===== src/rtl/serdesphy_ana_power_sequencer_if.sv =====
// Purpose: groups the request/status handshake between PHY control and the analog power sequencer.
// Latency: none, wires only.
// Backpressure: none; pwr_req is a level request and outputs are plain levels.
interface serdesphy_ana_power_sequencer_if;
    logic       pwr_req;
    logic       bias_ready;
    logic       pll_lock;
    logic       bias_en;
    logic       iso_en;
    logic       pll_en;
    logic       tx_en;
    logic       rx_en;
    logic       phy_ready;
    logic       seq_fault;
    logic [1:0] fault_code;
    logic [2:0] seq_state;

    // Control/analog side: drives requests and analog status, observes the enables.
    modport master (
        output pwr_req, bias_ready, pll_lock,
        input  bias_en, iso_en, pll_en, tx_en, rx_en, phy_ready, seq_fault, fault_code, seq_state
    );

    // Sequencer side.
    modport slave (
        input  pwr_req, bias_ready, pll_lock,
        output bias_en, iso_en, pll_en, tx_en, rx_en, phy_ready, seq_fault, fault_code, seq_state
    );
endinterface


===== src/rtl/serdesphy_ana_power_sequencer.sv =====
// Purpose: sequences isolation release, bias, PLL and TX/RX enables; times out waits and supervises while active.
// Latency: Moore outputs change on the edge entering a state; pll_lock acts on the 3rd edge after it moves.
// Backpressure: none; pwr_req is a level, dropping it powers down (ignored while already in PDOWN).
module serdesphy_ana_power_sequencer #(
    parameter int unsigned CNT_W    = 8,
    parameter int unsigned ISO_DLY  = 4,
    parameter int unsigned BIAS_TMO = 200,
    parameter int unsigned PLL_TMO  = 250,
    parameter int unsigned PD_DLY   = 4
) (
    input  logic                                 clk,
    input  logic                                 rst_n,
    serdesphy_ana_power_sequencer_if.slave       pif
);

    typedef enum logic [2:0] {
        ST_OFF       = 3'd0,
        ST_ISO_REL   = 3'd1,
        ST_BIAS_WAIT = 3'd2,
        ST_PLL_WAIT  = 3'd3,
        ST_ACTIVE    = 3'd4,
        ST_PDOWN     = 3'd5,
        ST_FAULT     = 3'd6,
        ST_RSVD      = 3'd7
    } state_t;

    // Counter value seen on the last cycle of each timed phase.
    localparam logic [CNT_W-1:0] ISO_LAST  = CNT_W'(ISO_DLY - 1);
    localparam logic [CNT_W-1:0] BIAS_LAST = CNT_W'(BIAS_TMO - 1);
    localparam logic [CNT_W-1:0] PLL_LAST  = CNT_W'(PLL_TMO - 1);
    localparam logic [CNT_W-1:0] PD_LAST   = CNT_W'(PD_DLY - 1);
    localparam logic [CNT_W-1:0] CNT_MAX   = {CNT_W{1'b1}};

    state_t           state_q, state_d;
    logic [CNT_W-1:0] cnt_q, cnt_d;
    logic [1:0]       fault_code_q, fault_code_d;
    logic             lock_meta_q, lock_s_q;

    // Two-flop synchroniser for the asynchronous PLL lock indication.
    always_ff @(posedge clk or negedge rst_n) begin
        if (!rst_n) begin
            lock_meta_q <= 1'b0;
            lock_s_q    <= 1'b0;
        end else begin
            lock_meta_q <= pif.pll_lock;
            lock_s_q    <= lock_meta_q;
        end
    end

    // State, phase counter and latched fault cause.
    always_ff @(posedge clk or negedge rst_n) begin
        if (!rst_n) begin
            state_q      <= ST_OFF;
            cnt_q        <= '0;
            fault_code_q <= 2'd0;
        end else begin
            state_q      <= state_d;
            cnt_q        <= cnt_d;
            fault_code_q <= fault_code_d;
        end
    end

    // Next-state selection; within each state the checks are in priority order,
    // so a ready seen on the timeout cycle advances instead of faulting.
    always_comb begin
        state_d      = state_q;
        fault_code_d = fault_code_q;
        unique case (state_q)
            ST_OFF: begin
                if (pif.pwr_req) state_d = ST_ISO_REL;
            end
            ST_ISO_REL: begin
                if (!pif.pwr_req)          state_d = ST_OFF;
                else if (cnt_q == ISO_LAST) state_d = ST_BIAS_WAIT;
            end
            ST_BIAS_WAIT: begin
                if (!pif.pwr_req)            state_d = ST_PDOWN;
                else if (pif.bias_ready)     state_d = ST_PLL_WAIT;
                else if (cnt_q == BIAS_LAST) begin
                    state_d      = ST_FAULT;
                    fault_code_d = 2'd1;
                end
            end
            ST_PLL_WAIT: begin
                if (!pif.pwr_req)           state_d = ST_PDOWN;
                else if (lock_s_q)          state_d = ST_ACTIVE;
                else if (cnt_q == PLL_LAST) begin
                    state_d      = ST_FAULT;
                    fault_code_d = 2'd2;
                end
            end
            ST_ACTIVE: begin
                if (!pif.pwr_req) state_d = ST_PDOWN;
                else if (!pif.bias_ready || !lock_s_q) begin
                    state_d      = ST_FAULT;
                    fault_code_d = 2'd3;
                end
            end
            ST_PDOWN: begin
                // Power-down always completes; a new request waits for OFF.
                if (cnt_q == PD_LAST) state_d = ST_OFF;
            end
            ST_FAULT: begin
                if (!pif.pwr_req) state_d = ST_OFF;
            end
            default: state_d = ST_OFF;
        endcase
        if (state_d == ST_OFF) fault_code_d = 2'd0;
    end

    // Phase counter: restarts on any state change, saturates otherwise.
    always_comb begin
        cnt_d = cnt_q;
        if (state_d != state_q)  cnt_d = '0;
        else if (cnt_q != CNT_MAX) cnt_d = cnt_q + CNT_W'(1);
    end

    // Moore output decode from the registered state.
    always_comb begin
        pif.iso_en    = 1'b0;
        pif.bias_en   = 1'b0;
        pif.pll_en    = 1'b0;
        pif.tx_en     = 1'b0;
        pif.rx_en     = 1'b0;
        pif.phy_ready = 1'b0;
        pif.seq_fault = 1'b0;
        unique case (state_q)
            ST_OFF:       pif.iso_en = 1'b1;
            ST_ISO_REL:   ;
            ST_BIAS_WAIT: pif.bias_en = 1'b1;
            ST_PLL_WAIT: begin
                pif.bias_en = 1'b1;
                pif.pll_en  = 1'b1;
            end
            ST_ACTIVE: begin
                pif.bias_en   = 1'b1;
                pif.pll_en    = 1'b1;
                pif.tx_en     = 1'b1;
                pif.rx_en     = 1'b1;
                pif.phy_ready = 1'b1;
            end
            ST_PDOWN:     pif.bias_en = 1'b1;
            ST_FAULT: begin
                pif.iso_en    = 1'b1;
                pif.seq_fault = 1'b1;
            end
            default:      pif.iso_en = 1'b1;  // unused code behaves as OFF for its one cycle
        endcase
    end

    assign pif.fault_code = fault_code_q;
    assign pif.seq_state  = state_q;

endmodule


===== src/flat_wrapper.sv =====
// flat-port wrapper written by rule: the top's interface ports become plain ports
module serdesphy_ana_power_sequencer_flat 
#(
    parameter int unsigned CNT_W    = 8,
    parameter int unsigned ISO_DLY  = 4,
    parameter int unsigned BIAS_TMO = 200,
    parameter int unsigned PLL_TMO  = 250,
    parameter int unsigned PD_DLY   = 4
)
  (clk, rst_n, pif_pwr_req, pif_bias_ready, pif_pll_lock, pif_bias_en, pif_iso_en, pif_pll_en, pif_tx_en, pif_rx_en, pif_phy_ready, pif_seq_fault, pif_fault_code, pif_seq_state);
  serdesphy_ana_power_sequencer_if pif_i ();
  input  logic clk;
  input  logic rst_n;
  input wire logic [$bits(pif_i.pwr_req)-1:0] pif_pwr_req;
  input wire logic [$bits(pif_i.bias_ready)-1:0] pif_bias_ready;
  input wire logic [$bits(pif_i.pll_lock)-1:0] pif_pll_lock;
  output wire logic [$bits(pif_i.bias_en)-1:0] pif_bias_en;
  output wire logic [$bits(pif_i.iso_en)-1:0] pif_iso_en;
  output wire logic [$bits(pif_i.pll_en)-1:0] pif_pll_en;
  output wire logic [$bits(pif_i.tx_en)-1:0] pif_tx_en;
  output wire logic [$bits(pif_i.rx_en)-1:0] pif_rx_en;
  output wire logic [$bits(pif_i.phy_ready)-1:0] pif_phy_ready;
  output wire logic [$bits(pif_i.seq_fault)-1:0] pif_seq_fault;
  output wire logic [$bits(pif_i.fault_code)-1:0] pif_fault_code;
  output wire logic [$bits(pif_i.seq_state)-1:0] pif_seq_state;
  assign pif_i.pwr_req = pif_pwr_req;
  assign pif_i.bias_ready = pif_bias_ready;
  assign pif_i.pll_lock = pif_pll_lock;
  assign pif_bias_en = pif_i.bias_en;
  assign pif_iso_en = pif_i.iso_en;
  assign pif_pll_en = pif_i.pll_en;
  assign pif_tx_en = pif_i.tx_en;
  assign pif_rx_en = pif_i.rx_en;
  assign pif_phy_ready = pif_i.phy_ready;
  assign pif_seq_fault = pif_i.seq_fault;
  assign pif_fault_code = pif_i.fault_code;
  assign pif_seq_state = pif_i.seq_state;
  serdesphy_ana_power_sequencer #(.CNT_W(CNT_W), .ISO_DLY(ISO_DLY), .BIAS_TMO(BIAS_TMO), .PLL_TMO(PLL_TMO), .PD_DLY(PD_DLY)) u_core (.clk(clk), .rst_n(rst_n), .pif(pif_i));
endmodule

===== config.mk =====
export PLATFORM = sky130hd
export DESIGN_NAME = serdesphy_ana_power_sequencer_flat
export DESIGN_NICKNAME = d
export VERILOG_FILES = /design/src/rtl/serdesphy_ana_power_sequencer_if.sv /design/src/rtl/serdesphy_ana_power_sequencer.sv /design/src/flat_wrapper.sv
export SDC_FILE = /design/constraint.sdc
export NUM_CORES = 1
export LEC_CHECK = 0
export ABC_AREA = 1
export CELL_PAD_IN_SITES_DETAIL_PLACEMENT = 0
export CELL_PAD_IN_SITES_GLOBAL_PLACEMENT = 1
export CORE_UTILIZATION = 36
export CTS_CLUSTER_DIAMETER = 150
export DETAILED_ROUTE_END_ITERATION = 7
export PLACE_DENSITY_LB_ADDON = 0.08
export REMOVE_ABC_BUFFERS = 1
export SLEW_MARGIN = 20
export SYNTH_ARGS = -nofsm -noshare
export SYNTH_HDL_FRONTEND = slang
export SYNTH_SLANG_ARGS = --single-unit

===== constraint.sdc =====
create_clock -name clk -period 2.2 [get_ports clk]
set_input_delay 0.33 -clock clk [delete_from_list [all_inputs] [get_ports clk]]
set_output_delay 0.33 -clock clk [all_outputs]
set_load 0.1 [all_outputs]

# Yosys cells after proc, flatten, opt, wreduce, memory -nomap -nowiden
# Index checks and enable logic that the tools add are counted.
word_totals:
  wordCells: 67
  input_bits: 5
  regBits: 15
  out_inout_bits: 12
classes:
  eq_ne: 19
  mux: 31
  n_addsub: 1
  reduce_logical: 11
op_table:
  columns: ["operator", "n"]
  rows:
  - ["$mux 3", 13]
  - ["$pmux 3 s7", 1]
  - ["$mux 2", 9]
  - ["$eq 8x8->1 const B", 2]
  - ["$mux 8", 2]
  - ["$ne 3x2->1 const B", 4]
  - ["$eq 3x3->1 const B", 3]
  - ["$ne 3x1->1 const B", 3]
  - ["$reduce_and 9->1", 1]
  - ["$add 8x1->8 const B", 1]
  - ["$eq 8x2->1 const B", 1]
  - ["$ne 8x8->1 const B", 1]
  - ["$eq 3x2->1 const B", 2]
  - ["$logic_not 3->1", 2]
  - ["$pmux 2 s3", 1]
  - ["$mux 1", 5]
  - ["$reduce_or 5->1", 1]
  - ["$reduce_bool 4->1", 1]
  - ["$reduce_or 4->1", 1]
  - ["$eq 3x1->1 const B", 1]
  - ["$ne 3x3->1", 1]
  - ["$ne 3x3->1 const B", 1]
  - ["$logic_not 1->1", 2]
  - ["$reduce_bool 2->1", 1]
  - ["other kinds (2)", 2]

# Depth between registers and ports, before layout
logic_depth:
  ltp_word: 8
  mapped_depth: 13
  ltp_nobuf: 13

# Worst setup path before layout
# OpenSTA, ideal clock, no wires.
synth_path:
  path_kind: "register -> register"
  from: "reg u_core.state_q[1] (netlist: u_core.pif.seq_state[1])"
  to: "reg u_core.cnt_q[2]"
  stages_incl_launch_ff: 12
  required_time_ns: 2.079
  n_path_buf: 0
  setup_ns: 0.121
  period_less_slack_ns: 3.219
  t_arrival_ns: 3.098
  path_slack_ns: -1.019
  path_cell_list: "dfrtp_1 > nand2_1 > nor2_1 > nand2_1 > nand2_1 > nor2_1 > nand3_1 > nand2_1 > nand2_1 > inv_1 > nand3_4 > nor2_1"
synth_via:
  word_cells_on_any_way: 24
  cone_classes: "eq/ne: 7; mux: 15; reduce/logical: 2"
synth_rtl:
  columns: ["item", "line_no", "source"]
  rows:
  - ["start, declared", "serdesphy_ana_power_sequencer.sv:34", "state_t state_q, state_d;"]
  - ["start signal, assigned", "serdesphy_ana_power_sequencer.sv:57", "state_q <= state_d;"]
  - ["$eq 3x3->1, or another cell as far along", "serdesphy_ana_power_sequencer.sv:68", "unique case (state_q)"]
  - ["$pmux 3 s7 *", "serdesphy_ana_power_sequencer.sv:68", null]
  - ["named net u_core.state_d[2]", "serdesphy_ana_power_sequencer.sv:34", null]
  - ["$ne 3x3->1 *", "serdesphy_ana_power_sequencer.sv:114", "if (state_d != state_q) cnt_d = '0;"]
  - ["$mux 8 / $reduce_bool 2->1 (equally long branches)", null, null]
  - ["end signal, assigned", "serdesphy_ana_power_sequencer.sv:58", "cnt_q <= cnt_d;"]
  - ["end, declared", "serdesphy_ana_power_sequencer.sv:35", "logic [CNT_W-1:0] cnt_q, cnt_d;"]
# Mark *: on every way through the listed nets, which the timed path passes. The rest lies on a longest branch.
# A chain may end at the register's enable or synchronous reset.

# Final worst setup path
layout_path:
  from: "reg u_core.state_q[2] (netlist: u_core.pif.seq_state[2])"
  to: "out pif_phy_ready"
layout_via:
  elab_chain_len: 2
layout_lines:
  columns: ["item", "line_no", "source"]
  rows:
  - ["$eq 3x3->1", "serdesphy_ana_power_sequencer.sv:127", "unique case (state_q)"]
  - ["$mux 1", "serdesphy_ana_power_sequencer.sv:127", null]
  - ["end, declared", "flat_wrapper.sv:22", "output wire logic [$bits(pif_i.phy_ready)-1:0] pif_phy_ready;"]
# Every way passes these cells.

==> run_results.csv <==
group,metric,value,unit
floorplan,fp.dieH,55.7,um
setup_path,r2r_end,"u_core.cnt_q[0]",
route,drt-total-wl,2.40,mm
route,wl_per_cell,11.6,um
logic_synthesis,synthDistinctLibCells,21,
hold_path,min-delay-start,"u_core.lock_meta_q",
setup_path,r2r-start,"u_core.cnt_q[0]",
timing,hold_ws,0.351,ns
cts,clk_pin_slew,0.08,ns
pwr,total_power,0.00206,W
global_routing,grtUsageTotal,0.165,
logic_synthesis,ys_seq_area_frac,0.361,
route,vias,1026,
timing,max_slew.worst_pin.slew,0.676,ns
placement,place_congestion,0.848,
placement,dpl.hpwl,1.90,mm
timing,period_share,0.854,
floorplan,dieWidth,55.7,um
timing,rsz0062_at_grt,"no",
setup_path,reg2reg_slack,0.35,ns
setup_path,critPathLaunch,"u_core.pif.seq_state[2]",
floorplan,die_area,0.00311,mm2
placement,io_buffers,16,
logic_synthesis,postSynthAreaPerCell,6.54,um2
placement,dp_cells,203,
setup_path,critical_path.top_delay_family,"flip-flops",
global_routing,grt_pass1_vias,898,
setup_path,reg2regPathDepth,11,
cts,cts-resized-gates,0,
floorplan,rows,19,
hold_path,hp-class,"reg2reg",
global_routing,grt_start_max_net_pins,16,
pwr,ir_drop,1.75,mV
setup_path,cpMaxStageDelayCell,"dfrtp_1",
hold_path,hold_path_depth,0,
cts,clkLatencyLatePin,0.28,ns
cts,hold_buffers,0,
route,vias_per_cell,4.96,
logic_synthesis,yosys_warnings,0,
cts,max-clock-path-buffers,2,
cts,postCtsSetupBuffers,0,
cells_and_area,fin_util,0.471,
setup_path,cp-start-kind,"register",
route,drtIter0Drc,17,
outcome,status,"complete, no violations",
timing,slew_violations,0,
cts,htreeDepth,1,
logic_synthesis,ys_seq_elements,15,
timing,finalHoldViolations,0,
cells_and_area,stdcell_count,207,
pwr,p_per_area,1590,mW/mm2
route,drcViolationCount,0,
setup_path,crit_end,"pif_phy_ready",
timing,clock.fmax,0.532,GHz
logic_synthesis,synth_area,0.00104,mm2
cts,cts_root_buffer,"clkbuf_4",
setup_path,crit_path_end_kind,"output pin",
global_routing,overflow,0,
cells_and_area,final_nets,184,
setup_path,critical_path_class,"reg2out",
global_routing,grt_pass1_wl,4.13,mm
timing,finClkSkew,0.00975,ns
cells_and_area,insertedDiodeCount,0,
pwr,p_leak,0.660,nW
route,dr.pass1.iters,4,
setup_path,cp.depth,4,
timing,setup_viol,0,
setup_path,max_stage_delay,0.64,ns
timing,min_period,1.88,ns
cts,clock-sinks,15,
cells_and_area,syn_to_final_growth,25.0,%
setup_path,cp_max_fo,14,
logic_synthesis,syn_inst,159,
timing,relSlewSlack,0.548,
cts,cts_tree,"done",
setup_path,path_cells,"nand2_1, inv_1, buf_4, buf_12",
setup_path,path_buf_inv,3,
floorplan,ioPinCount,17,
global_routing,antenna_found_initial,0,
cts,numCtsBuffers,3,
cells_and_area,drive_gt1_frac,0.125,
setup_path,worstPathRequired,1.87,ns
floorplan,core-area,0.00276,mm2
flow_run,drv_cap,0,
floorplan,start_util,0.377,
route,ant_nets,0,
setup_path,crit_arrival,1.55,ns
==> routing by layer <==
layer	part of all wire	GRT usage
met1	0.51	0.255
met2	0.46	0.239
met3	0.030	0.0302
met4	0	0.0321
met5	0	0
==> power breakdown <==
group,total [W],internal (W),leakage [nW],switching (W)
clock,0.000156,0.0000703,0.0150,0.0000858
sequential,0.000418,0.000323,0.200,0.0000949
combinational,0.00149,0.000434,0.445,0.00105
==> through the flow <==
stage	setup TNS [ns]	area (um2)	worst slack, ns
floorplan	-20.86	1010	-2.15
global placement	0	1270	0.174
detailed placement	0	1270	0.237
CTS	0	1300	0.298
global route	0	1300	0.171
finish	0	1300	0.321
==> final cells by class <==
| type | instances | area (um2) |
|---|---|---|
| Multi-Input combinational cell | 120 | 559 |
| Timing Repair Buffer | 17 | 225 |
| Sequential cell | 15 | 375 |
| Fill cell | 276 | 1460 |
| Clock buffer | 4 | 26.3 |
| Inverter | 20 | 75.1 |
| Tap cell | 31 | 38.8 |
==> cell usage in the layout (no fill, tap or decap), drive strengths merged, types with 2 or more instances in the layout <==
| master | count |
|---|---|
| nor3 | 4 |
| clkdlybuf4s50 | 4 |
| ha | 2 |
| a21oi | 4 |
| nand4 | 3 |
| inv | 20 |
| nand2 | 52 |
| clkbuf | 4 |
| o21ai | 4 |
| dfrtp | 15 |
| nor2 | 32 |
| nand3 | 14 |
| buf | 13 |
==> registers in the layout (all words and copies together), names as in the netlist <==
| name | cells |
|---|---|
| u_core.cnt_q | 8 |
| u_core.pif.seq_state | 3 |
| u_core.pif.fault_code | 2 |
| u_core.lock_meta_q | 1 |
| u_core.lock_s_q | 1 |
==> cells in the mapped netlist <==
cell / n / area (um2)
mux2i_1: 1 / 10.0
a211o_1: 1 / 8.76
nand3_4: 1 / 17.5
o21ai_0: 4 / 20.0
nand4_1: 3 / 18.8
buf_4: 4 / 30.0
nor2_1: 31 / 116
a21oi_1: 4 / 20.0
nand2_1: 51 / 191
xnor2_1: 1 / 8.76
nor2_4: 1 / 11.3
xor2_1: 1 / 8.76
ha_1: 2 / 25.0
dfrtp_1: 15 / 375
inv_1: 18 / 67.6
inv_2: 2 / 7.51
nand3_2: 1 / 10.0
nand3_1: 12 / 60.1
or2_1: 1 / 6.26
nor3_1: 4 / 20.0
nand2_2: 1 / 6.26
==> worst min path at each step <==
stage                                 end
after global placement    u_core.lock_s_q
after detailed placement  u_core.lock_s_q
final                     u_core.lock_s_q
after CTS                 u_core.lock_s_q
after global routing      u_core.lock_s_q
after floorplan           u_core.cnt_q[0]
==> worst register-to-register path: cells and delay by family (launching register included) <==
| kind | cells | cell delay (ns) |
|---|---|---|
| buffers and inverters | 1 | 0.09 |
| AND/OR/NAND/NOR | 9 | 1.02 |
| flip-flops | 1 | 0.44 |
| adder cells (fa/ha/maj) | 1 | 0.25 |
==> cells by family after synthesis <==
logic type	synth area share
AOI/OAI and AO/OA	0.0469
adders and majority gates	0.0241
muxes	0.00963
and+or+nand+nor	0.440
DFF	0.361
xor gates and xnor gates	0.0169
buffers and inverters	0.101
No activity file was read; power rests on OpenSTA's default activity.
